$ cat config.mk
export PLATFORM = sky130hd
export DESIGN_NAME = rotating_xbar_sched_flat
export DESIGN_NICKNAME = d
export VERILOG_FILES = /design/src/rtl/rotating_xbar_sched_if.sv /design/src/rtl/rotating_xbar_sched.sv /design/src/flat_wrapper.sv
export SDC_FILE = /design/constraint.sdc
export NUM_CORES = 1
export LEC_CHECK = 0
export ABC_AREA = 1
export BUFFER_PORTS_ARGS = -buffer_cell sky130_fd_sc_hd__buf_2
export CAP_MARGIN = 20
export CORE_UTILIZATION = 40
export CTS_CLUSTER_DIAMETER = 30
export DETAILED_ROUTE_END_ITERATION = 10
export PLACE_DENSITY = 0.61
export SYNTH_ARGS = -nofsm -noshare
export SYNTH_HDL_FRONTEND = slang
export SYNTH_SLANG_ARGS = --single-unit
$ cat constraint.sdc
create_clock -name clk_i -period 1.9 [get_ports clk_i]
set_input_delay 0.285 -clock clk_i [delete_from_list [all_inputs] [get_ports clk_i]]
set_output_delay 0.285 -clock clk_i [all_outputs]
set_load 0.02 [all_outputs]
$ cat src/rtl/rotating_xbar_sched_if.sv
// Stream handshake bundle for rotating_xbar_sched: lane input side and rotated output side.
interface rotating_xbar_sched_if #(
  parameter int unsigned NUM_DATA   = 4,
  parameter int unsigned DATA_WIDTH = 4
);

  logic [NUM_DATA-1:0][DATA_WIDTH-1:0] in_data_i;
  logic                                in_valid_i;
  logic                                in_ready_o;
  logic [NUM_DATA-1:0][DATA_WIDTH-1:0] out_data_o;
  logic [$clog2(NUM_DATA)-1:0]         out_sel_o;
  logic                                out_valid_o;
  logic                                out_ready_i;

  // Producer/consumer side
  modport master (
    output in_data_i, in_valid_i, out_ready_i,
    input  in_ready_o, out_data_o, out_sel_o, out_valid_o
  );

  // Scheduler side
  modport slave (
    input  in_data_i, in_valid_i, out_ready_i,
    output in_ready_o, out_data_o, out_sel_o, out_valid_o
  );

endinterface

$ cat src/rtl/rotating_xbar_sched.sv
// Registered, handshaked lane rotator. Output lane i carries input lane (ptr+i) mod NUM_DATA;
// the pointer steps once every ROT_PERIOD accepted beats.
module rotating_xbar_sched #(
  parameter int unsigned NUM_DATA   = 4,
  parameter int unsigned DATA_WIDTH = 4,
  parameter int unsigned ROT_PERIOD = 1
) (
  input  logic                        clk_i,
  input  logic                        arst_i,
  input  logic                        cfg_en_i,
  input  logic                        cfg_load_i,
  input  logic [$clog2(NUM_DATA)-1:0] cfg_ptr_i,
  output logic                        busy_o,
  rotating_xbar_sched_if.slave        bus
);

  localparam int unsigned PW = $clog2(NUM_DATA);
  localparam int unsigned CW = (ROT_PERIOD > 1) ? $clog2(ROT_PERIOD) : 1;
  localparam logic [PW-1:0] PTR_LAST = PW'(NUM_DATA - 1);
  localparam logic [CW-1:0] CNT_LAST = CW'(ROT_PERIOD - 1);
  localparam logic [PW:0]   NUM_EXT  = (PW + 1)'(NUM_DATA);

  typedef enum logic [1:0] {
    IDLE  = 2'd0,
    RUN   = 2'd1,
    DRAIN = 2'd2
  } state_e;

  state_e                              state_q, state_d;
  logic [PW-1:0]                       ptr_q;
  logic [CW-1:0]                       cnt_q;
  logic                                valid_q;
  logic [NUM_DATA-1:0][DATA_WIDTH-1:0] data_q;
  logic [PW-1:0]                       sel_q;
  logic [NUM_DATA-1:0][DATA_WIDTH-1:0] rot_c;
  logic                                ready_c;
  logic                                accept_c;
  logic                                pop_c;

  // Crossbar: each output lane picks input lane (ptr+i) wrapped by one conditional subtract
  for (genvar g = 0; g < NUM_DATA; g++) begin : g_rot
    logic [PW:0] sum;
    assign sum      = {1'b0, ptr_q} + (PW + 1)'(g);
    assign rot_c[g] = bus.in_data_i[(sum >= NUM_EXT) ? PW'(sum - NUM_EXT) : sum[PW-1:0]];
  end

  // Next-state and input-ready decode
  always_comb begin
    state_d = state_q;
    ready_c = 1'b0;
    unique case (state_q)
      IDLE: begin
        if (cfg_en_i) state_d = RUN;
      end
      RUN: begin
        ready_c = cfg_en_i & (~valid_q | bus.out_ready_i);
        if (!cfg_en_i) state_d = DRAIN;
      end
      DRAIN: begin
        if (!valid_q || bus.out_ready_i) state_d = IDLE;
      end
      default: state_d = IDLE;
    endcase
  end

  assign accept_c = bus.in_valid_i & ready_c;
  assign pop_c    = valid_q & bus.out_ready_i;

  // State register
  always_ff @(posedge clk_i or posedge arst_i) begin
    if (arst_i) state_q <= IDLE;
    else        state_q <= state_d;
  end

  // Pointer, beat counter and output holding register
  always_ff @(posedge clk_i or posedge arst_i) begin
    if (arst_i) begin
      ptr_q   <= '0;
      cnt_q   <= '0;
      valid_q <= 1'b0;
      data_q  <= '0;
      sel_q   <= '0;
    end else begin
      if (state_q == IDLE && cfg_load_i) begin
        ptr_q <= cfg_ptr_i;
        cnt_q <= '0;
      end
      if (accept_c) begin
        data_q  <= rot_c;
        sel_q   <= ptr_q;
        valid_q <= 1'b1;
        if (cnt_q == CNT_LAST) begin
          cnt_q <= '0;
          ptr_q <= (ptr_q == PTR_LAST) ? '0 : ptr_q + PW'(1);
        end else begin
          cnt_q <= cnt_q + CW'(1);
        end
      end else if (pop_c) begin
        valid_q <= 1'b0;
      end
    end
  end

  assign bus.in_ready_o  = ready_c;
  assign bus.out_data_o  = data_q;
  assign bus.out_sel_o   = sel_q;
  assign bus.out_valid_o = valid_q;
  assign busy_o          = (state_q != IDLE) | valid_q;

endmodule

$ cat src/flat_wrapper.sv
// flat-port wrapper written by rule: the top's interface ports become plain ports
module rotating_xbar_sched_flat 
#(
  parameter int unsigned NUM_DATA   = 4,
  parameter int unsigned DATA_WIDTH = 4,
  parameter int unsigned ROT_PERIOD = 1
)
  (clk_i, arst_i, cfg_en_i, cfg_load_i, cfg_ptr_i, busy_o, bus_in_data_i, bus_in_valid_i, bus_out_ready_i, bus_in_ready_o, bus_out_data_o, bus_out_sel_o, bus_out_valid_o);
  rotating_xbar_sched_if #(.NUM_DATA(NUM_DATA), .DATA_WIDTH(DATA_WIDTH)) bus_i ();
  input  logic clk_i;
  input  logic arst_i;
  input  logic cfg_en_i;
  input  logic cfg_load_i;
  input  logic [$clog2(NUM_DATA)-1:0] cfg_ptr_i;
  output logic busy_o;
  input wire logic [$bits(bus_i.in_data_i)-1:0] bus_in_data_i;
  input wire logic [$bits(bus_i.in_valid_i)-1:0] bus_in_valid_i;
  input wire logic [$bits(bus_i.out_ready_i)-1:0] bus_out_ready_i;
  output wire logic [$bits(bus_i.in_ready_o)-1:0] bus_in_ready_o;
  output wire logic [$bits(bus_i.out_data_o)-1:0] bus_out_data_o;
  output wire logic [$bits(bus_i.out_sel_o)-1:0] bus_out_sel_o;
  output wire logic [$bits(bus_i.out_valid_o)-1:0] bus_out_valid_o;
  assign bus_i.in_data_i = bus_in_data_i;
  assign bus_i.in_valid_i = bus_in_valid_i;
  assign bus_i.out_ready_i = bus_out_ready_i;
  assign bus_in_ready_o = bus_i.in_ready_o;
  assign bus_out_data_o = bus_i.out_data_o;
  assign bus_out_sel_o = bus_i.out_sel_o;
  assign bus_out_valid_o = bus_i.out_valid_o;
  rotating_xbar_sched #(.NUM_DATA(NUM_DATA), .DATA_WIDTH(DATA_WIDTH), .ROT_PERIOD(ROT_PERIOD)) u_core (.clk_i(clk_i), .arst_i(arst_i), .cfg_en_i(cfg_en_i), .cfg_load_i(cfg_load_i), .cfg_ptr_i(cfg_ptr_i), .busy_o(busy_o), .bus(bus_i));
endmodule
### After elaboration in Yosys (flattened, before gate mapping)

Index checks and enable logic that the tools add are counted.

| word-level totals | value |
|---|---|
| register bits after elaboration | 24 |
| output and inout bits | 21 |

| operators by class | value |
|---|---|
| add/sub/neg operators | 9 |
| magnitude comparators | 8 |
| eq/ne operators | 6 |
| muxes and demuxes | 26 |
| bitwise gates (word level) | 6 |
| reduce and logical (&&, ||, !) cells | 8 |

Operators with widths:

| operator | number |
|---|---|
| binary-select mux 4 bit (select 2 bit) | 4 |
| 2-to-1 mux 2 bit | 11 |
| 2-to-1 mux 4 bit | 4 |
| < comparator 2 x 3 -> 1 bit, second input constant | 4 |
| >= comparator 3 bit, second input constant | 3 |
| subtractor 2 x 1 -> 2 bit, second input constant | 4 |
| adder 2 x 2 -> 3 bit, second input constant | 2 |
| 2-to-1 mux 1 bit | 6 |
| case mux 2 bit (3 select lines) | 1 |
| nonzero test 2 bit | 3 |
| equality test 2 bit, second input constant | 2 |
| != test 2 bit, second input constant | 2 |
| adder 2 x 1 -> 3 bit, second input constant | 1 |
| bitwise AND 1 bit | 3 |
| >= comparator 2 x 3 -> 1 bit, second input constant | 1 |
| AND reduction 3 bit | 1 |
| adder 2 x 1 -> 2 bit, second input constant | 1 |
| equality test 2 x 1 -> 1 bit, second input constant | 1 |
| zero test 2 bit | 1 |
| != test 2 x 1 -> 1 bit, second input constant | 1 |
| bitwise OR 1 bit | 2 |
| adder 1 bit, second input constant | 1 |
| logical AND 1 bit | 1 |
| zero test 1 bit | 1 |
| other kinds (2) | 2 |

### Logic depth before layout (Yosys ltp)

| logic depth | value |
|---|---|
| depth in word-level cells | 6 |
| mapped depth | 9 |
| gate-level depth less buffers | 7 |

### Least setup slack after synthesis

No wires, ideal clock.

| timing | value |
|---|---|
| path type | register to register |
| start | register u_core.ptr_q[0] |
| end | register u_core.data_q (netlist bit u_core.bus.out_data_o[12]) |
| library setup time | 116 ps |
| data arrival time | 1191 ps |
| required time | 1784 ps |
| path slack | 593 ps |
| cell stages (with the launch flop) | 8 |
| period minus slack after synthesis | 1307 ps |
| path through | dfrtp_1 -> ha_1 -> buf_2 -> clkinv_1 -> nand2_1 -> nand2_1 -> nand2_1 -> nand2_1 |

| on the way | value |
|---|---|
| longest elaborated chain between the ends | 5 |
| elaborated cells on any way between the ends | 6 |
| classes of those cells | add/sub: 2; order compare: 1; mux: 3 |

Ends and longest elaborated chain:

| element | RTL line | RTL |
|---|---|---|
| start: declaration | rotating_xbar_sched.sv:30 | `logic [PW-1:0] ptr_q;` |
| start signal: assignment | rotating_xbar_sched.sv:85 | `ptr_q <= cfg_ptr_i;` |
| start signal: assignment | rotating_xbar_sched.sv:94 | `ptr_q <= (ptr_q == PTR_LAST) ? '0 : ptr_q + PW'(1);` |
| adder 2 x 2 -> 3 bit * | rotating_xbar_sched.sv:43 | `assign sum = {1'b0, ptr_q} + (PW + 1)'(g);` |
| >= comparator 3 bit or subtractor 2 x 1 -> 2 bit (tied branches) | rotating_xbar_sched.sv:44 | `assign rot_c[g] = bus.in_data_i[(sum >= NUM_EXT) ? PW'(sum - NUM_EXT) : sum[PW-1:0]];` |
| 2-to-1 mux 2 bit * | rotating_xbar_sched.sv:44 |  |
| binary-select mux 4 bit (select 2 bit) * | rotating_xbar_sched.sv:44 |  |
| 2-to-1 mux 4 bit * | rotating_xbar_sched.sv:44 |  |
| end signal: assignment | rotating_xbar_sched.sv:89 | `data_q <= rot_c;` |
| end: declaration | rotating_xbar_sched.sv:33 | `logic [NUM_DATA-1:0][DATA_WIDTH-1:0] data_q;` |

Every way passes the cells marked *; elsewhere a longest branch is shown, timed or not. The select of a mux whose other input is x is not followed.
A chain may end at the register's enable or synchronous reset.

### Final worst setup path

| timing | value |
|---|---|
| start | register u_core.state_q[1] |
| end | output bus_in_ready_o |

| on the way | value |
|---|---|
| longest elaborated chain between the ends | 2 |

Ends and longest elaborated chain:

| element | RTL line | RTL |
|---|---|---|
| start: declaration | rotating_xbar_sched.sv:29 | `state_e state_q, state_d;` |
| start signal: assignment | rotating_xbar_sched.sv:72 | `else state_q <= state_d;` |
| equality test 2 x 1 -> 1 bit | rotating_xbar_sched.sv:51 | `unique case (state_q)` |
| 2-to-1 mux 1 bit | rotating_xbar_sched.sv:51 |  |
| end: declaration | flat_wrapper.sv:19 | `output wire logic [$bits(bus_i.in_ready_o)-1:0] bus_in_ready_o;` |

No other way between the ends.

==> results.json <==
{
  "wl_per_cell_um": 10.4,
  "cap_violations": 0,
  "finalSetupTns_ps": 0,
  "area_growth_pct": 19.6,
  "ys_seq_area_frac": 0.416,
  "synth_cell_type_count": 19,
  "die_x_um": 60.8,
  "io_buffers": 44,
  "fin_crit_sh": 0.823,
  "power.density_nw_per_um2": 1140,
  "power_leakage_uw": 0.00101,
  "ios": 45,
  "dp_hpwl_um": 2320,
  "yosys_warnings": 0,
  "drtIter0Drc": 72,
  "cp_max_fo": 4,
  "die-area_um2": 3700,
  "post_cts_buffers": 0,
  "syn_area_um2": 1380,
  "critical_path_class": "flop to primary output",
  "cts_inserted_buffers": 3,
  "htree_levels": 1,
  "cts_resized": 0,
  "drc": 0,
  "drtPass1Iterations": 4,
  "final_hold_viol_count": 0,
  "synth.avg_cell_area_um2": 6.65,
  "clock_path_buffers": 2,
  "grt_pass1_vias": 1190,
  "gp_congestion": 0.784,
  "start_util": 0.438,
  "fin_nets": 278,
  "antenna_found_initial": 0,
  "cts_root_buffer": "clkbuf_4",
  "clock_latency_ps": 320,
  "min_period_ps": 1560,
  "final.fill_count": 345,
  "synth_top_area_cell": "dfrtp_1",
  "core_area_um2": 3150,
  "multiInputGateArea_um2": 668,
  "grt_overflow": 0,
  "synth_nets": 233,
  "yosys-top-cells-area": "dfrtp_1 42%, nand2_1 34%, o21ai_0 5.4%",
  "cts_tree": "built",
  "worst_clock_skew_ps": 8.88,
  "synth-seq-cells": 23,
  "hold_path_class": "input pin to flop",
  "layout_commonest_cell": "nand2_1",
  "n_antenna_cell": 0,
  "most-common-layout-cells": "125 x nand2_1, 44 x buf_2, 23 x dfrtp_1",
  "fp-row-count": 20,
  "drv_slew": 0,
  "setup_viol": 0,
  "relSlewSlack": 0.721,
  "path_clk_slew_ps": 130,
  "fmax_ghz": 0.639,
  "hold_buffers": 1,
  "yosysTopAreaCellShare": 0.416,
  "worstPathArrival_ps": 1280,
  "num_vias": 1330,
  "die_y_um": 60.8,
  "drive_above_1_share": 0.226,
  "crit_required_ps": 1620,
  "drt_wl_total_um": 3090,
  "track_usage": 0.189,
  "p_total_uw": 1880,
  "netlist_instances": 208,
  "grt_pass1_wl_um": 5120,
  "ant_nets": 0,
  "status": "completed",
  "seqCellArea_um2": 576,
  "end_kind": "primary output",
  "viasPerCell": 4.49,
  "hold-worst-slack_ps": 226,
  "tightest_slew_ps": 418,
  "startpoint_type": "flop",
  "ir_worst_vdd_v": 0.000423,
  "cts_sinks": 23,
  "rsz0062_at_grt": "no",
  "grt_start_max_net_pins": 27
}
## stage by stage
step	setup slack [ps]	cell area (um2)	instances	utilization
floorplan	593	1380	208	-
global placement	431	1620	291	0.513
detailed placement	392	1620	291	0.513
CTS	307	1650	296	0.525
global route	198	1650	296	0.525
finish	336	1650	296	0.525
## logic make-up (layout without fill, tap and decap cells)
| group | Yosys count | after routing | synth area share |
|---|---|---|---|
| AND/OR/NAND/NOR | 139 | 139 | 0.404 |
| adder cells (fa/ha/maj) | 1 | 1 | 0.00905 |
| flip-flops | 23 | 23 | 0.416 |
| AO/OA/AOI/OAI | 19 | 19 | 0.0706 |
| buffers and inverters | 26 | 70 | 0.100 |
## critical path, stage by stage, from the launching register on
cell,delay [ps]
dfrtp_1,460
inv_1,90
nand3_1,70
nor2_1,160
buf_2,190
## worst paths after layout
path	from	to	slack [ps]	cells after the start
max	u_core.state_q[1]$_DFFE_PP0P_	bus_in_ready_o	340	4
min	cfg_en_i	u_core.state_q[0]$_DFFE_PP0P_	230	3
max reg2reg	u_core.ptr_q[1]$_DFFE_PP0P_	u_core.bus.out_data_o[4]$_DFFE_PP0P_	370	6
min reg2reg	u_core.bus.out_data_o[6]$_DFFE_PP0P_	u_core.bus.out_data_o[6]$_DFFE_PP0P_	490	2
max in group asynchronous	arst_i	u_core.state_q[1]$_DFFE_PP0P_	1140	4
min in group asynchronous	arst_i	u_core.bus.out_data_o[6]$_DFFE_PP0P_	520	4
## power breakdown
group	total (uW)	switching (uW)	internal, uW
registers	750	103	648
logic	896	581	314
clock network	239	160	78.7
total	1880	844	1040
## Yosys cell counts
library cell,instances
buf_2,3
buf_4,2
buf_6,3
clkinv_1,2
clkinv_4,1
dfrtp_1,23
ha_1,1
inv_1,13
inv_2,1
inv_4,1
nand2_1,125
nand3_1,7
nand4_4,1
nor2_1,4
nor2_4,1
o21ai_0,15
o21ai_1,3
o31ai_1,1
or2_2,1
## registers in the layout, indices dropped and copies added (netlist names)
name / cells
u_core.bus.out_data_o: 16
u_core.bus.out_valid_o: 1
u_core.state_q: 2
u_core.ptr_q: 2
u_core.bus.out_sel_o: 2
## routing by layer
layer | GRT usage | vias to the layer above | part of all wire
met1 | 0.275 | 566 | 0.53
li1 | - | 723 | -
met3 | 0.0256 | 4 | 0.041
met2 | 0.279 | 37 | 0.42
met4 | 0.0779 | 0 | 0.0055
met5 | 0 | - | 0
## cell type report
| type | count | share of cell area |
|---|---|---|
| multi-input cells | 159 | 0.404 |
| flip-flops and latches | 23 | 0.348 |
| repair buffers | 48 | 0.153 |
| inverters | 18 | 0.0454 |
| well taps | 44 | 0.0333 |
| clock buffers | 3 | 0.0136 |
| clock inverters | 1 | 0.00303 |
No activity file was read; power rests on OpenSTA's default activity.
